[src/rtl/router_reg_param.sv]
`default_nettype none
// ============================================================================
// Module   : router_reg_param
// Brief    : Router packet register: header latch, payload/parity streaming to
//            the output FIFO, running XOR parity, hold buffer for FIFO-full.
// Revision : 1.0  initial release
// ============================================================================
module router_reg_param #(
    parameter int DATA_WIDTH = 8,
    parameter int HOLD_DEPTH = 2,
    parameter int CHECK_LEN  = 1
) (
    input  logic                            clock,
    input  logic                            resetn,
    input  logic                            pkt_valid,
    input  logic [DATA_WIDTH-1:0]           data_in,
    input  logic                            fifo_full,
    input  logic                            detect_add,
    input  logic                            lfd_state,
    input  logic                            ld_state,
    input  logic                            laf_state,
    input  logic                            rst_int_reg,
    output logic [DATA_WIDTH-1:0]           dout,
    output logic                            dout_wr,
    output logic                            parity_done,
    output logic                            low_pkt_valid,
    output logic                            err,
    output logic                            len_err,
    output logic [$clog2(HOLD_DEPTH+1)-1:0] hold_count,
    output logic                            hold_empty,
    output logic                            hold_ovf
);

    localparam int C_CNT_W = $clog2(HOLD_DEPTH + 1);
    localparam int C_PTR_W = (HOLD_DEPTH > 1) ? $clog2(HOLD_DEPTH) : 1;
    localparam int C_LEN_W = DATA_WIDTH - 2;

    logic [DATA_WIDTH-1:0] r_hdr;
    logic [DATA_WIDTH-1:0] r_int_par;
    logic [DATA_WIDTH-1:0] r_pkt_par;
    logic [C_LEN_W-1:0]    r_len_cnt;
    logic                  r_chk;
    logic [DATA_WIDTH-1:0] r_dout;
    logic                  r_dout_wr;
    logic                  r_parity_done;
    logic                  r_low_pkt_valid;
    logic                  r_err;
    logic                  r_len_err;
    logic                  r_hold_ovf;

    logic [DATA_WIDTH-1:0] r_mem [HOLD_DEPTH];
    logic [C_PTR_W-1:0]    r_rd_ptr;
    logic [C_PTR_W-1:0]    r_wr_ptr;
    logic [C_CNT_W-1:0]    r_cnt;

    logic                  w_hold_empty;
    logic                  w_hold_full;
    logic                  w_hdr_cap;
    logic                  w_par_set;
    logic                  w_push;
    logic                  w_pop;
    logic                  w_drop;
    logic                  w_wr;
    logic [DATA_WIDTH-1:0] w_dout_nxt;

    function automatic logic [C_PTR_W-1:0] f_next_ptr(input logic [C_PTR_W-1:0] p);
        return (p == C_PTR_W'(HOLD_DEPTH - 1)) ? '0 : p + C_PTR_W'(1);
    endfunction

    assign w_hold_empty = (r_cnt == '0);
    assign w_hold_full  = (r_cnt == C_CNT_W'(HOLD_DEPTH));
    assign w_hdr_cap    = pkt_valid && detect_add;
    // Only the first low-pkt_valid byte of a packet is the parity byte.
    assign w_par_set    = ld_state && !pkt_valid && !r_parity_done;

    // Write-path selection; when the FIFO accepts and bytes are held, the
    // head goes out first and the incoming byte joins the tail.
    always_comb begin
        w_push     = 1'b0;
        w_pop      = 1'b0;
        w_drop     = 1'b0;
        w_wr       = 1'b0;
        w_dout_nxt = r_dout;
        if (lfd_state) begin
            w_wr       = 1'b1;
            w_dout_nxt = r_hdr;
        end else if (ld_state) begin
            if (!fifo_full) begin
                w_wr = 1'b1;
                if (w_hold_empty) begin
                    w_dout_nxt = data_in;
                end else begin
                    w_dout_nxt = r_mem[r_rd_ptr];
                    w_pop      = 1'b1;
                    w_push     = 1'b1;
                end
            end else if (w_hold_full) begin
                w_drop = 1'b1;
            end else begin
                w_push = 1'b1;
            end
        end else if (laf_state && !fifo_full && !w_hold_empty) begin
            w_wr       = 1'b1;
            w_pop      = 1'b1;
            w_dout_nxt = r_mem[r_rd_ptr];
        end
    end

    always_ff @(posedge clock or negedge resetn) begin
        if (!resetn) begin
            r_dout    <= '0;
            r_dout_wr <= 1'b0;
        end else begin
            r_dout    <= w_dout_nxt;
            r_dout_wr <= w_wr;
        end
    end

    always_ff @(posedge clock or negedge resetn) begin
        if (!resetn) begin
            for (int i = 0; i < HOLD_DEPTH; i++) begin
                r_mem[i] <= '0;
            end
            r_rd_ptr <= '0;
            r_wr_ptr <= '0;
            r_cnt    <= '0;
        end else begin
            if (w_push) begin
                r_mem[r_wr_ptr] <= data_in;
                r_wr_ptr        <= f_next_ptr(r_wr_ptr);
            end
            if (w_pop) begin
                r_rd_ptr <= f_next_ptr(r_rd_ptr);
            end
            if (w_push && !w_pop) begin
                r_cnt <= r_cnt + C_CNT_W'(1);
            end else if (w_pop && !w_push) begin
                r_cnt <= r_cnt - C_CNT_W'(1);
            end
        end
    end

    always_ff @(posedge clock or negedge resetn) begin
        if (!resetn) begin
            r_hdr     <= '0;
            r_int_par <= '0;
            r_pkt_par <= '0;
            r_len_cnt <= '0;
            r_chk     <= 1'b0;
        end else begin
            r_chk <= w_par_set;
            if (w_hdr_cap) begin
                r_hdr     <= data_in;
                r_int_par <= '0;
                r_pkt_par <= '0;
                r_len_cnt <= '0;
            end else if (lfd_state) begin
                r_int_par <= r_hdr;
            end else if (ld_state && pkt_valid) begin
                r_int_par <= r_int_par ^ data_in;
                if (r_len_cnt != {C_LEN_W{1'b1}}) begin
                    r_len_cnt <= r_len_cnt + C_LEN_W'(1);
                end
            end else if (w_par_set) begin
                r_pkt_par <= data_in;
            end
        end
    end

    // Clears come first so that same-cycle sets take priority.
    always_ff @(posedge clock or negedge resetn) begin
        if (!resetn) begin
            r_parity_done   <= 1'b0;
            r_low_pkt_valid <= 1'b0;
            r_err           <= 1'b0;
            r_len_err       <= 1'b0;
            r_hold_ovf      <= 1'b0;
        end else begin
            if (w_hdr_cap || rst_int_reg) begin
                r_parity_done <= 1'b0;
                r_err         <= 1'b0;
                r_len_err     <= 1'b0;
                r_hold_ovf    <= 1'b0;
            end
            if (rst_int_reg) begin
                r_low_pkt_valid <= 1'b0;
            end
            if (ld_state && !pkt_valid) begin
                r_low_pkt_valid <= 1'b1;
            end
            if (w_par_set) begin
                r_parity_done <= 1'b1;
            end
            if (r_chk) begin
                r_err     <= (r_int_par != r_pkt_par);
                r_len_err <= (CHECK_LEN != 0) && (r_len_cnt != r_hdr[DATA_WIDTH-1:2]);
            end
            if (w_drop) begin
                r_hold_ovf <= 1'b1;
            end
        end
    end

    assign dout          = r_dout;
    assign dout_wr       = r_dout_wr;
    assign parity_done   = r_parity_done;
    assign low_pkt_valid = r_low_pkt_valid;
    assign err           = r_err;
    assign len_err       = r_len_err;
    assign hold_count    = r_cnt;
    assign hold_empty    = w_hold_empty;
    assign hold_ovf      = r_hold_ovf;

endmodule
`default_nettype wire

[config.mk]
export PLATFORM = sky130hd
export DESIGN_NAME = router_reg_param
export DESIGN_NICKNAME = d
export VERILOG_FILES = /design/src/rtl/router_reg_param.sv
export SDC_FILE = /design/constraint.sdc
export NUM_CORES = 1
export LEC_CHECK = 0
export CORE_MARGIN = 2
export CORE_UTILIZATION = 60
export CTS_BUF_LIST = sky130_fd_sc_hd__clkbuf_4 sky130_fd_sc_hd__clkbuf_8
export DETAILED_ROUTE_END_ITERATION = 8
export DONT_BUFFER_PORTS = 1
export PLACE_DENSITY = 0.76
export SKIP_CTS_REPAIR_TIMING = 1
export SLEW_MARGIN = 20
export SYNTH_ARGS = -nofsm -noshare
export SYNTH_HDL_FRONTEND = slang
export SYNTH_SLANG_ARGS = --single-unit
[constraint.sdc]
create_clock -name clock -period 5.1 [get_ports clock]
set_clock_uncertainty 0.05 [all_clocks]
set_input_delay 0.255 -clock clock [delete_from_list [all_inputs] [get_ports clock]]
set_output_delay 0.255 -clock clock [all_outputs]
set_load 0.02 [all_outputs]
Word level (Yosys, flattened, before mapping)
Index checks and enable logic that the tools add are counted. W data, S select, Z words.

Flip-flop bits (word level): 65. Bits in latches: 0. Bits in writable memories: 0. Memory bits (read-only): 0. Input bits: 17. Output and inout port bits: 17. Memories: 0.

Add/sub/neg operators: 5. Multiply operators: 0. Div/mod/pow operators: 0. $lt $le $gt $ge: 3. Equality and inequality tests: 7. Shifts and indexed selects: 0. Muxes and demuxes: 49. Bitwise gates (word level): 3. Reductions and logical operators: 30.

Operators by type and width (count): $mux W8 (16); $mux W1 (25); $mux W6 (4); $bwmux W16 (1); $reduce_bool A2 Y1 (8); $logic_and A1 B1 Y1 (9); $demux W8 S1 (1); $ne A8 B8 Y1 (1); $xor A8 B8 Y8 (1); $add A6 B1 Y6 const B (1); $logic_not A1 Y1 (6); $ne A6 B6 Y1 (1); $ne A6 B6 Y1 const B (1); $reduce_and A3 Y1 (2); $reduce_bool A3 Y1 (2); $ge A2 B2 Y1 const B (2); $mux W2 (2); $not A1 Y2 (2); $ne A3 B3 Y1 const B (1); $add A1 B1 Y1 const B (2); $add A2 B1 Y2 const B (1); $eq A2 B2 Y1 const B (1); $logic_not A2 Y1 (1); $lt A2 B1 Y1 const B (1); other kinds (5) (5).

Longest topological paths before layout
Depth in word-level cells: 9. Gate-level depth with buffers: 8. Mapped depth without buffers: 7.

Worst setup path after synthesis
Ideal clock, no wire load.

Path kind: register to register. Start: register r_cnt[0], in the netlist hold_count[0]. End: register r_cnt[1], in the netlist hold_count[1]. Library setup time: 0.125 ns. Arrival time: 1.674 ns. Slack: 3.251 ns. Cell stages (with the launch flop): 9. Period minus slack after synthesis: 1.849 ns. Path through: dfrtp_1 > buf_4 > nor2_1 > nor3_1 > o21ai_0 > ha_1 > xor2_1 > nor2_1 > xor2_1.

Longest elaborated chain between the ends: 9.

RTL lines: start: declaration (line 54) `logic [C_CNT_W-1:0] r_cnt;`; start signal: assignment (line 136) `r_cnt <= r_cnt + C_CNT_W'(1);`; start signal: assignment (line 138) `r_cnt <= r_cnt - C_CNT_W'(1);`; $logic_not A2 Y1 (*) (line 70) `assign w_hold_empty = (r_cnt == '0);`; named net hold_empty (line 30) `output logic hold_empty,`; $logic_not A1 Y1 (line 102) `end else if (laf_state && !fifo_full && !w_hold_empty) begin`; $logic_and A1 B1 Y1 (line 102); $mux W1 (line 102); $mux W1 (line 87) `end else if (ld_state) begin`; $mux W1 (line 84) `if (lfd_state) begin`; $logic_not A1 Y1 (line 135) `if (w_push && !w_pop) begin`; $logic_and A1 B1 Y1 (line 135); $mux W2 or $reduce_bool A2 Y1 (tied branches).

Mark *: on every way through the listed nets, which the timed path passes. The rest lies on a longest branch. The select of a mux whose other input is x is not followed. A chain may end at the register's enable or synchronous reset.

Final worst setup path
Ends and elaborated chain as after synthesis.

==> results by group <==
Run status
  • Run status: finished with violations
  • Failing checks: negative hold slack

Floorplan
  • Die area: between 0.005 and 0.006 mm2
  • Num ports: 34
  • Core area: about 0.0051 mm2
  • Die width: 76.9 um
  • Initial Util: between 60 and 70%
  • Die H: between 70 and 80 um
  • FP Rows: 26

Yosys
  • Sequential share of the synthesized area: around half
  • Most common cell in the synthesized netlist: dfrtp_1
  • Syn Inst Count: 305
  • Synth top area cells: dfrtp_1, mux2_2, nand2_1
  • Number of flops mapped to enable cells by yosys: 0
  • Syn_nets: between 300 and 400
  • Most frequent cells after synthesis: dfrtp_1, nand2_1, o21ai_0, mux2_2, xnor2_1
  • Mapped Area: 0.00319 mm2
  • Distinct cells, synth: 40
  • Synthesized area per cell: about 10 um2
  • Yosys reg bits: 65
  • Post-synth top area share: about 51%
  • Synth area leader: dfrtp_1
  • Main synth FF type: dfrtp_1
  • Synth warn: 0
  • Async SR Flop Fraction: 100%

Timing
  • Final setup fails: 0
  • Setup TNS Final: 0 ns
  • Rel. slew slack: between 40% and 50%
  • RSZ-0062 raised after global routing: false
  • Final slew viol count: 0
  • Slew @ Worst Pin: 0.866 ns
  • Min cycle time layout: slightly below 2 ns
  • WHS: -0.00371 ns
  • Fin crit share: a little under two fifths
  • Hold Fails Final Rpt: 3
  • Max frequency: ~500 MHz

Route
  • Final ANT Viol Nets: 0
  • Routed len/inst: roughly 16 um
  • Total number of vias: roughly 2,200
  • DRC: 0
  • DRT Pass-1 Iters: 4
  • Detailed router's first-iteration violation count: 189
  • Vias per Instance: around 5.7
  • Final WL: ~6.4 mm

Worst setup path
  • CP required: roughly 5.2 ns
  • Largest delay contributor family on the critical path: flip-flops
  • Crit path launch type: register
  • Worst Path Arrival: roughly 2.1 ns
  • CP endpoint kind: register
  • Critical Path Max Stage Delay: between 0.5 and 0.6 ns
  • Setup CP Type: register to register
  • CP max-delay cell: dfrtp_1
  • Worst-path maximum fanout: 9
  • CP Launch Point: hold_count[0]
  • Crit-path cells: nor2_1 -> nor3_1 -> o21ai_0 -> ha_1 -> xor2_1 -> nor2_1 -> xor2_1
  • Reg-to-Reg Start: hold_count[0]
  • CP bufs+invs: 0

Power
  • P_leak: between 1.5 and 2 nW
  • Max VDD drop: roughly 0.29 mV
  • Power Density: 463 mW/mm2

Hold path
  • Worst min-delay path startpoint: data_in[7]
  • Hold WC Path Type: primary input to register

Global routing
  • Vias in the first global route: approximately 2,200
  • Pin count of the biggest net entering global routing: 66
  • First-pass GRT wire length: between 10 and 15 mm
  • Initial antenna violation count: 0
  • GRT overflow: 0
  • Total track usage: 23.7%

Clock tree
  • # clock sinks: 65
  • CTS Buf Count: 9
  • H-tree depth: 3
  • CTS tree: done
  • Worst-case clock buffer depth: 2
  • Clock Latency Late Sink: 0.33 ns
  • Root Driver: clkbuf_8
  • Reg clk slew, reported paths: roughly 0.070 ns

Layout
  • Fin area: 0.00353 mm2
  • Filler cells: just over 400
  • Diode count: 0
  • Layout cells sized above 1: between 10% and 20%
  • Final Non-Filler Cells: between 300 and 400
  • Net total in the final layout: roughly 330
  • Area Overhead vs Synth: 10.9%

Place
  • Post-DP HPWL: about 4.2 mm
  • Buffers on Ports: 0
  • GPL Wtd Cong: approximately 0.83
  • Dpl cells: roughly 360
  • Placed cell area: 0.00320 mm2

Flow run
  • Max_cap viols: 0
==> stage by stage <==
stage | util [%] | total power [mW] | worst slack [ns]
2_1_floorplan | - | 1.15 | 3.25
3_3_place_gp | 62.7 | 1.19 | 3.20
3_5_place_dp | 62.7 | 1.21 | 3.16
4_1_cts | 66.5 | 1.63 | 3.15
5_1_grt | 69.2 | 1.73 | 2.98
6_report | 69.2 | 1.64 | 3.15
==> registers in the layout (all words and copies together) (netlist names) <==
signal / cells
r_wr_ptr: 1
r_rd_ptr: 1
len_err: 1
r_int_par: 8
low_pkt_valid: 1
r_chk: 1
r_len_cnt: 6
r_pkt_par: 8
parity_done: 1
dout: 8
r_mem: 16
hold_count: 2
dout_wr: 1
r_hdr: 8
hold_ovf: 1
err: 1
==> cell type report <==
| type | count | area (um2) | share of cell area [%] |
|---|---|---|---|
| sequential | 65 | 1630 | 46.0 |
| multi-input combinational | 221 | 1460 | 41.4 |
| clock buffer | 14 | 186 | 5.27 |
| timing repair buffer | 12 | 138 | 3.89 |
| tap | 70 | 87.6 | 2.48 |
| inverter | 6 | 22.5 | 0.637 |
| clock inverter | 2 | 10.0 | 0.283 |
==> power breakdown <==
group	internal (mW)	leakage [nW]	switching, mW
clock network	0.234	0.106	0.186
registers	0.658	0.818	0.185
logic	0.210	0.588	0.163
==> layer usage <==
layer	track usage (%)	vias to the layer above	wire length, um
li1	-	1075	-
met1	32.9	1118	2880
met2	36.5	46	3170
met3	5.29	2	294
met4	8.91	0	15
met5	0	-	0
==> layout by cell type (no fill, tap or decap), drive strengths merged, types with 11 or more instances in the layout <==
master,synthesis,routed
clkbuf,5,14
dfrtp,65,65
dlygate4sd3,0,11
mux2,24,24
nand2,57,57
nor2,19,19
o21ai,26,26
o31ai,11,11
xnor2,23,23
==> worst reg2reg max path: stages, from the launching register on <==
cell	delay, ns
dfrtp_1	0.55
nor2_1	0.42
nor3_1	0.07
o21ai_0	0.15
ha_1	0.23
xor2_1	0.16
nor2_1	0.07
xor2_1	0.14
==> kinds of logic after synthesis <==
logic type               after synthesis  synth area share (%)
AO/OA/AOI/OAI                         62                  13.2
XOR/XNOR                              29                  7.97
adder cells (fa/ha/maj)                2                 0.785
buffers and inverters                 19                  3.06
flip-flops                            65                  51.0
multiplexers                          25                  8.79
AND/OR/NAND/NOR                      103                  15.2
==> path summary, 6_finish.rpt <==
kind,cells past startpoint,end,slack [ns]
setup / recovery,7,hold_count[1],3.15
hold / removal,2,r_pkt_par[7],-0.004
hold reg to reg,2,r_hdr[1],0.43
setup reg to reg,7,hold_count[1],3.15
max in group asynchronous,2,r_mem[3],4.32
min in group asynchronous,2,r_len_cnt[5],0.41
Power figures use the tool's default switching activity.
